**config.mk**
```make
export PLATFORM = sky130hd
export DESIGN_NAME = exhaustive_pattern_sequencer_flat
export DESIGN_NICKNAME = d
export VERILOG_FILES = /design/src/rtl/exhaustive_pattern_sequencer_if.sv /design/src/rtl/exhaustive_pattern_sequencer.sv /design/src/flat_wrapper.sv
export SDC_FILE = /design/constraint.sdc
export NUM_CORES = 1
export LEC_CHECK = 0
export BUFFER_PORTS_ARGS = -buffer_cell sky130_fd_sc_hd__buf_2
export CAP_MARGIN = 20
export CORE_ASPECT_RATIO = 0.8
export CORE_MARGIN = 3
export CORE_UTILIZATION = 35
export CTS_CLUSTER_SIZE = 24
export DETAILED_ROUTE_END_ITERATION = 6
export GPL_ROUTABILITY_DRIVEN = 1
export GPL_TIMING_DRIVEN = 0
export PLACE_DENSITY = 0.6
export SLEW_MARGIN = 40
export SYNTH_ARGS = -nofsm -noshare
export SYNTH_HDL_FRONTEND = slang
export SYNTH_SLANG_ARGS = --single-unit
export TNS_END_PERCENT = 10
```
**constraint.sdc**
```tcl
create_clock -name CK -period 1.2 [get_ports CK]
set_input_delay 0.06 -clock CK [delete_from_list [all_inputs] [get_ports CK]]
set_output_delay 0.06 -clock CK [all_outputs]
set_load 0.03 [all_outputs]
```
**src/rtl/exhaustive_pattern_sequencer_if.sv**
```systemverilog
// Record stream carrying one (pattern, response) pair per swept input pattern.
interface exhaustive_pattern_sequencer_if #(
  parameter int N_IN  = 4,
  parameter int N_OUT = 1
);
  logic             rec_valid;
  logic             rec_ready;
  logic [N_IN-1:0]  rec_pattern;
  logic [N_OUT-1:0] rec_response;

  modport master (output rec_valid, output rec_pattern, output rec_response, input rec_ready);
  modport slave  (input rec_valid, input rec_pattern, input rec_response, output rec_ready);
endinterface

```
**src/rtl/exhaustive_pattern_sequencer.sv**
```systemverilog
// Sweeps every input pattern into a benchmark DUT, samples each response after a
// settle delay, streams (pattern, response) records and folds responses into a signature.
module exhaustive_pattern_sequencer #(
  parameter int N_IN   = 4,
  parameter int N_OUT  = 1,
  parameter int SETTLE = 1
) (
  input  logic                           CK,
  input  logic                           reset,
  input  logic                           start,
  input  logic                           abort,
  output logic [N_IN-1:0]                dut_in,
  input  logic [N_OUT-1:0]               dut_out,
  exhaustive_pattern_sequencer_if.master rec,
  output logic                           busy,
  output logic                           done,
  output logic [15:0]                    sig
);

  typedef enum logic [1:0] {S_IDLE, S_WAIT, S_EMIT, S_DONE} state_t;

  localparam int            CW       = (SETTLE > 1) ? $clog2(SETTLE) : 1;
  localparam logic [CW-1:0] LAST_CNT = CW'(SETTLE - 1);

  state_t           r_state;
  logic [CW-1:0]    r_cnt;
  logic [N_IN-1:0]  r_pattern;
  logic [N_IN-1:0]  r_rec_pattern;
  logic [N_OUT-1:0] r_rec_response;
  logic             r_rec_valid;
  logic             r_busy;
  logic             r_done;
  logic [15:0]      r_sig;

  logic [15:0]      w_sig_next;
  logic             w_last;

  assign w_sig_next = {r_sig[14:0], r_sig[15]} ^ 16'(dut_out);
  assign w_last     = &r_pattern;

  always_ff @(posedge CK) begin
    if (reset) begin
      r_state        <= S_IDLE;
      r_cnt          <= '0;
      r_pattern      <= '0;
      r_rec_pattern  <= '0;
      r_rec_response <= '0;
      r_rec_valid    <= 1'b0;
      r_busy         <= 1'b0;
      r_done         <= 1'b0;
      r_sig          <= '0;
    end else if (abort) begin
      // Abort beats both start (in IDLE) and a pending handshake; signature is kept.
      r_state     <= S_IDLE;
      r_cnt       <= '0;
      r_pattern   <= '0;
      r_rec_valid <= 1'b0;
      r_busy      <= 1'b0;
      r_done      <= 1'b0;
    end else begin
      case (r_state)
        S_IDLE: begin
          if (start) begin
            r_state   <= S_WAIT;
            r_pattern <= '0;
            r_cnt     <= '0;
            r_sig     <= '0;
            r_busy    <= 1'b1;
          end
        end
        S_WAIT: begin
          if (r_cnt == LAST_CNT) begin
            r_rec_response <= dut_out;
            r_rec_pattern  <= r_pattern;
            r_sig          <= w_sig_next;
            r_rec_valid    <= 1'b1;
            r_state        <= S_EMIT;
          end else begin
            r_cnt <= r_cnt + 1'b1;
          end
        end
        S_EMIT: begin
          if (rec.rec_ready) begin
            r_rec_valid <= 1'b0;
            if (w_last) begin
              r_state <= S_DONE;
              r_done  <= 1'b1;
            end else begin
              r_pattern <= r_pattern + 1'b1;
              r_cnt     <= '0;
              r_state   <= S_WAIT;
            end
          end
        end
        S_DONE: begin
          r_state   <= S_IDLE;
          r_done    <= 1'b0;
          r_busy    <= 1'b0;
          r_pattern <= '0;
        end
        default: r_state <= S_IDLE;
      endcase
    end
  end

  assign dut_in           = r_pattern;
  assign rec.rec_valid    = r_rec_valid;
  assign rec.rec_pattern  = r_rec_pattern;
  assign rec.rec_response = r_rec_response;
  assign busy             = r_busy;
  assign done             = r_done;
  assign sig              = r_sig;

endmodule

```
**src/flat_wrapper.sv**
```systemverilog
// flat-port wrapper written by rule: the top's interface ports become plain ports
module exhaustive_pattern_sequencer_flat 
#(
  parameter int N_IN   = 4,
  parameter int N_OUT  = 1,
  parameter int SETTLE = 1
)
  (CK, reset, start, abort, dut_in, dut_out, busy, done, sig, rec_rec_valid, rec_rec_pattern, rec_rec_response, rec_rec_ready);
  exhaustive_pattern_sequencer_if #(.N_IN(N_IN), .N_OUT(N_OUT)) rec_i ();
  input  logic CK;
  input  logic reset;
  input  logic start;
  input  logic abort;
  output logic [N_IN-1:0] dut_in;
  input  logic [N_OUT-1:0] dut_out;
  output logic busy;
  output logic done;
  output logic [15:0] sig;
  output wire logic [$bits(rec_i.rec_valid)-1:0] rec_rec_valid;
  output wire logic [$bits(rec_i.rec_pattern)-1:0] rec_rec_pattern;
  output wire logic [$bits(rec_i.rec_response)-1:0] rec_rec_response;
  input wire logic [$bits(rec_i.rec_ready)-1:0] rec_rec_ready;
  assign rec_rec_valid = rec_i.rec_valid;
  assign rec_rec_pattern = rec_i.rec_pattern;
  assign rec_rec_response = rec_i.rec_response;
  assign rec_i.rec_ready = rec_rec_ready;
  exhaustive_pattern_sequencer #(.N_IN(N_IN), .N_OUT(N_OUT), .SETTLE(SETTLE)) u_core (.CK(CK), .reset(reset), .start(start), .abort(abort), .dut_in(dut_in), .dut_out(dut_out), .rec(rec_i), .busy(busy), .done(done), .sig(sig));
endmodule
```
Word-level counts from Yosys, hierarchy flattened
Index checks and enable logic that the tools add are counted.
{ "word_totals": {"reg_bits": 31, "latchBits": 0, "mem_bits_rw": 0, "rom_bits": 0, "out_inout_bits": 28, "word_cells": 64, "mem_count": 0} }
{ "classes": {"addsub": 2, "multipliers": 0, "n_div": 0, "order_cmp": 0, "n_eq_ne": 8, "shift": 0, "mux": 25, "bitwise": 3, "reduce_logical": 17} }
{ "op_table": {"columns": ["cell", "n"], "rows": [
  ["16-bit two-way mux", 2],
  ["16-bit one-hot mux with 2 select lines", 1],
  ["4-bit AND reduction", 4],
  ["16-bit by 1-bit bitwise XOR with 16-bit output", 1],
  ["4-bit two-way mux", 3],
  ["4-bit one-hot mux with 3 select lines", 1],
  ["3-bit AND reduction", 4],
  ["1-bit two-way mux", 9],
  ["2-bit two-way mux", 4],
  ["2-bit inequality test, second input constant", 4],
  ["2-bit one-hot mux with 4 select lines", 1],
  ["2-bit nonzero test", 4],
  ["1-bit one-hot mux with 2 select lines", 3],
  ["3-bit nonzero test", 2],
  ["4-bit by 1-bit adder with 4-bit output, second input constant", 1],
  ["2-bit == test, second input constant", 2],
  ["1-bit one-hot mux with 3 select lines", 1],
  ["2-bit by 1-bit == test with 1-bit output, second input constant", 1],
  ["2-bit zero test", 1],
  ["2-bit by 1-bit inequality test with 1-bit output, second input constant", 1],
  ["1-bit NOT", 2],
  ["2-bit AND reduction", 1],
  ["2-bit OR reduction", 1],
  ["1-bit adder, second input constant", 1]
]} }

Longest topological paths before layout
{ "depth": {"word_depth": 4, "ltp_mapped": 5, "depth_no_buf": 4} }

Least setup slack after synthesis
No wires, ideal clock.
{ "synth_timing": {"kind": "register to register", "startpoint": "register u_core.r_pattern[0] (netlist: u_core.dut_in[0])", "endpoint": "register u_core.r_pattern[2] (netlist: u_core.dut_in[2])", "t_arrival_ps": 1257, "t_required_ps": 1067, "setup_slack_ps": -190, "stages_incl_launch_ff": 5, "path_buffers": 0, "period_less_slack_ps": 1390, "path_cell_list": "dfxtp_1 > ha_1 > and3_1 > a22oi_1 > o32ai_1"} }
{ "synth_between": {"elab_chain_len": 4, "word_cells_on_any_way": 7, "classes_between": "add/sub (1); eq/ne (1); mux (3); reduce/logical (2)"} }
{ "synth_rtl": {"columns": ["item", "line", "source"], "rows": [
  ["start: declaration", "exhaustive_pattern_sequencer.sv:27", "logic [N_IN-1:0] r_pattern;"],
  ["start signal: assignment", "exhaustive_pattern_sequencer.sv:89", "r_pattern <= r_pattern + 1'b1;"],
  ["4-bit by 1-bit adder with 4-bit output", "exhaustive_pattern_sequencer.sv:89", null],
  ["4-bit two-way mux", "exhaustive_pattern_sequencer.sv:85", "if (w_last) begin"],
  ["4-bit two-way mux", "exhaustive_pattern_sequencer.sv:83", "if (rec.rec_ready) begin"],
  ["4-bit one-hot mux with 3 select lines", "exhaustive_pattern_sequencer.sv:61", "case (r_state)"]
]} }
Parallel ways exist; a longest one is shown, timed or not. The select of a mux whose other input is x is not followed.
A chain may end at the register's enable or synchronous reset.

Final worst setup path
{ "layout_timing": {"startpoint": "register u_core.r_state[0]", "endpoint": "register u_core.r_pattern[1] (netlist: u_core.dut_in[1])"} }
{ "layout_between": {"elab_chain_len": 3, "word_cells_on_any_way": 9, "classes_between": "eq/ne (5); mux (1); reduce/logical (3)"} }
{ "layout_rtl": {"columns": ["item", "line", "source"], "rows": [
  ["start: declaration", "exhaustive_pattern_sequencer.sv:25", "state_t r_state;"],
  ["start signal: assignment", "exhaustive_pattern_sequencer.sv:43", "r_state <= S_IDLE;"],
  ["start signal: assignment", "exhaustive_pattern_sequencer.sv:54", "r_state <= S_IDLE;"],
  ["start signal: assignment", "exhaustive_pattern_sequencer.sv:64", "r_state <= S_WAIT;"],
  ["2-bit == test / 2-bit zero test (equally long branches)", "exhaustive_pattern_sequencer.sv:61", null],
  ["2-bit inequality test (no line) / 3-bit nonzero test (equally long branches)", null, null],
  ["4-bit AND reduction (no line)", null, null]
]} }
Parallel ways exist; a longest one is shown, timed or not.

==> qor.txt <==
Status: finished with violations
Failing checks: setup timing
Final core area utilization: 51.69%
CTS tree: yes
FF-to-FF End: u_core.dut_in[1]
Antenna Cells: 0
Hold_sp: reset
RePlAce Congestion: 0.8068
Final-stage net count: 194
Synth cell types: 35
Startpoint Class: flop
Core ar.: 3266 um2
Vias: 1168
VDD IR-drop max: 0.0006275 V
Most frequent cells in the layout: buf_2, dfxtp_1, a21oi_1, nand2_1, o21ai_1
Critical Path End Type: flop
MaxCap Viol Count: 0
WP data arrival: 1.38 ns
First-pass GRT wire length: 5.119 mm
Layout Skew: 0.003893 ns
Initial antenna violation count: 0
# DRC: 0
Reg2Reg Setup Slack: -0.03 ns
IO buf count: 33
RSZ-0062 raised after global routing: true
Final min period: 1.233 ns
I/O pin count: 34
Routed length per instance: 13.46 um
Reg-to-reg critical path startpoint: u_core.r_state[0]
Detailed Place HPWL: 2.201 mm
Endpoints failing setup: 3
Vias in the first global route: 1096
Power Density: 1213 nW/um2
Hold Path Sink: u_core.sig[14]
Leading area contributor after synthesis: dfxtp_1
# hold bufs at CTS: 0
CTS root buf: clkbuf_8
Synth top area share: 47.62%
DIE HEIGHT: 59.69 um
Post-Synthesis Cell Area: 1261 um2
Critical path peak fanout: 3
P_leak: 0.6902 nW
Die area: 4364 um2
Avg Cell Area, Syn: 8.698 um2
Initial DRC count: 73
Slew Limit Headroom: 71.24%
Min-delay worst type: in2reg
Hold path depth: 2
Initial Util: 38.62%
H-tree levels: 2
FMAX: 811.1 MHz
DRT antenna net count: 0
Fin. Hold Viols: 0
Worst-path clk slew: 0.07 ns
Crit Path Class: reg2reg
Row cnt: 18
Die W: 73.12 um
Commonest non-fill, non-tap cell in the layout: buf_2
Syn nets: 152
Largest net degree at the start of global routing: 17
CTS max path bufs: 2
Synth warn: 0
Slew Viols, Final: 0
Largest cells by area after synthesis: dfxtp_1, a21oi_1, o21ai_1
P&R area growth vs syn: 33.83%
Post-synthesis cell count: 145
Total gr overflow: 0
Sequential share of the synthesized area: 47.62%
Routed wire length: 3.069 mm
Critical Path RT: 1.35 ns
Post-synthesis sequential element count: 30
Worst-skew pair later-pin latency: 0.28 ns
Hold Worst Slack: 0.002574 ns
Worst Reg-to-Reg Cells: 3
CTS Sinks: 30
Vias/cell: 5.123
Share of layout cells above drive strength 1: 35.64%
TritonCTS buffer count: 5
Final total power: 2.047 mW
First-pass DRT Iterations: 4
Total track usage: 15.52%
Slew @ Worst Pin: 0.4314 ns
Final WS setup: -0.03283 ns
Period utilization: 102.7%
[flip-flops by register name, indices dropped and copies added (netlist names)]
name	cells
u_core.rec.rec_valid	1
u_core.busy	1
u_core.rec.rec_pattern	4
u_core.sig	16
u_core.r_state	2
u_core.dut_in	4
u_core.done	1
u_core.rec.rec_response	1
[cell type report]
type | count | area, um2
well taps | 40 | 50.05
plain buffers | 9 | 75.07
repair buffers | 36 | 187.7
fillers | 321 | 1578
flip-flops and latches | 30 | 611.8
inverters | 1 | 3.754
multi-input cells | 104 | 655.6
clock inverters | 2 | 10.01
clock buffers | 6 | 93.84
[critical path: stages, from the launching register on]
cell     delay, ns
dfxtp_2       0.34
or3b_4        0.41
a22oi_2       0.23
o32ai_2       0.13
[how the worst max path moves through the flow]
stage               cells after the start          endpoint              start  slack (ns)
finish                                  3  u_core.dut_in[1]  u_core.r_state[0]       -0.03
global route                            3  u_core.dut_in[1]  u_core.r_state[0]       -0.07
CTS                                     3  u_core.dut_in[1]  u_core.r_state[1]       -0.04
detailed placement                      4  u_core.dut_in[1]  u_core.r_state[1]       -0.15
global placement                        5    u_core.sig[11]  u_core.r_state[0]       -0.09
floorplan                               4     u_core.sig[0]  u_core.r_state[0]       0.009
[stage by stage]
| step | worst slack [ns] | cells | instance area (um2) | TNS (ns) |
|---|---|---|---|---|
| after CTS | -0.03565 | 225 | 1628 | -0.06914 |
| after global routing | -0.07005 | 228 | 1688 | -0.2472 |
| after detailed placement | -0.1531 | 218 | 1498 | -1.802 |
| after floorplan | 0.008812 | 145 | 1282 | 0 |
| after global placement | -0.09320 | 218 | 1498 | -1.267 |
| final | -0.03283 | 228 | 1688 | -0.04916 |
[power by group]
part / switching [mW] / internal [mW] / total [mW]
sequential: 0.00583 / 0.998 / 1.00
combinational: 0.0921 / 0.0547 / 0.147
clock: 0.371 / 0.526 / 0.896
total: 0.468 / 1.58 / 2.05
[metal layers]
| metal | part of all wire, % | GRT usage, % |
|---|---|---|
| met2 | 46 | 23.31 |
| met3 | 6.0 | 5.378 |
| met1 | 47 | 19.83 |
| met4 | 1.6 | 7.632 |
| met5 | 0 | 0 |
[kinds of logic after synthesis]
logic type      after synthesis  share of synthesized area [%]
compound gates               50                          22.32
fa+ha+maj                     1                         0.9919
simple gates                 45                          18.55
buf+inv                      11                          4.167
xor+xnor                      1                         0.6946
flops                        30                          47.62
mux                           7                          5.655
[Yosys cell counts, drive strengths merged]
master,number
a211oi,1
o21ai,19
ha,1
mux2i,6
or4,1
mux2,1
nand2,18
o21a,1
inv,1
a22oi,1
o32ai,2
and3b,1
or3b,1
and2,1
nor2,7
and4bb,1
and3,1
nand3,3
nor3b,2
nand2b,2
a21oi,22
a31oi,3
clkbuf,3
o21ba,1
dfxtp,30
buf,7
nor2b,3
and4,1
xnor2,1
nor3,1
or2,2
[repair_timing]
action | in CTS | in global routing
pin swaps | 3 | 7
resized for setup | 11 | 10
buffers inserted | 0 | 3
setup endpoints to repair | 19 | 24
cloned | 0 | 0
(Power assumes the default switching activity.)
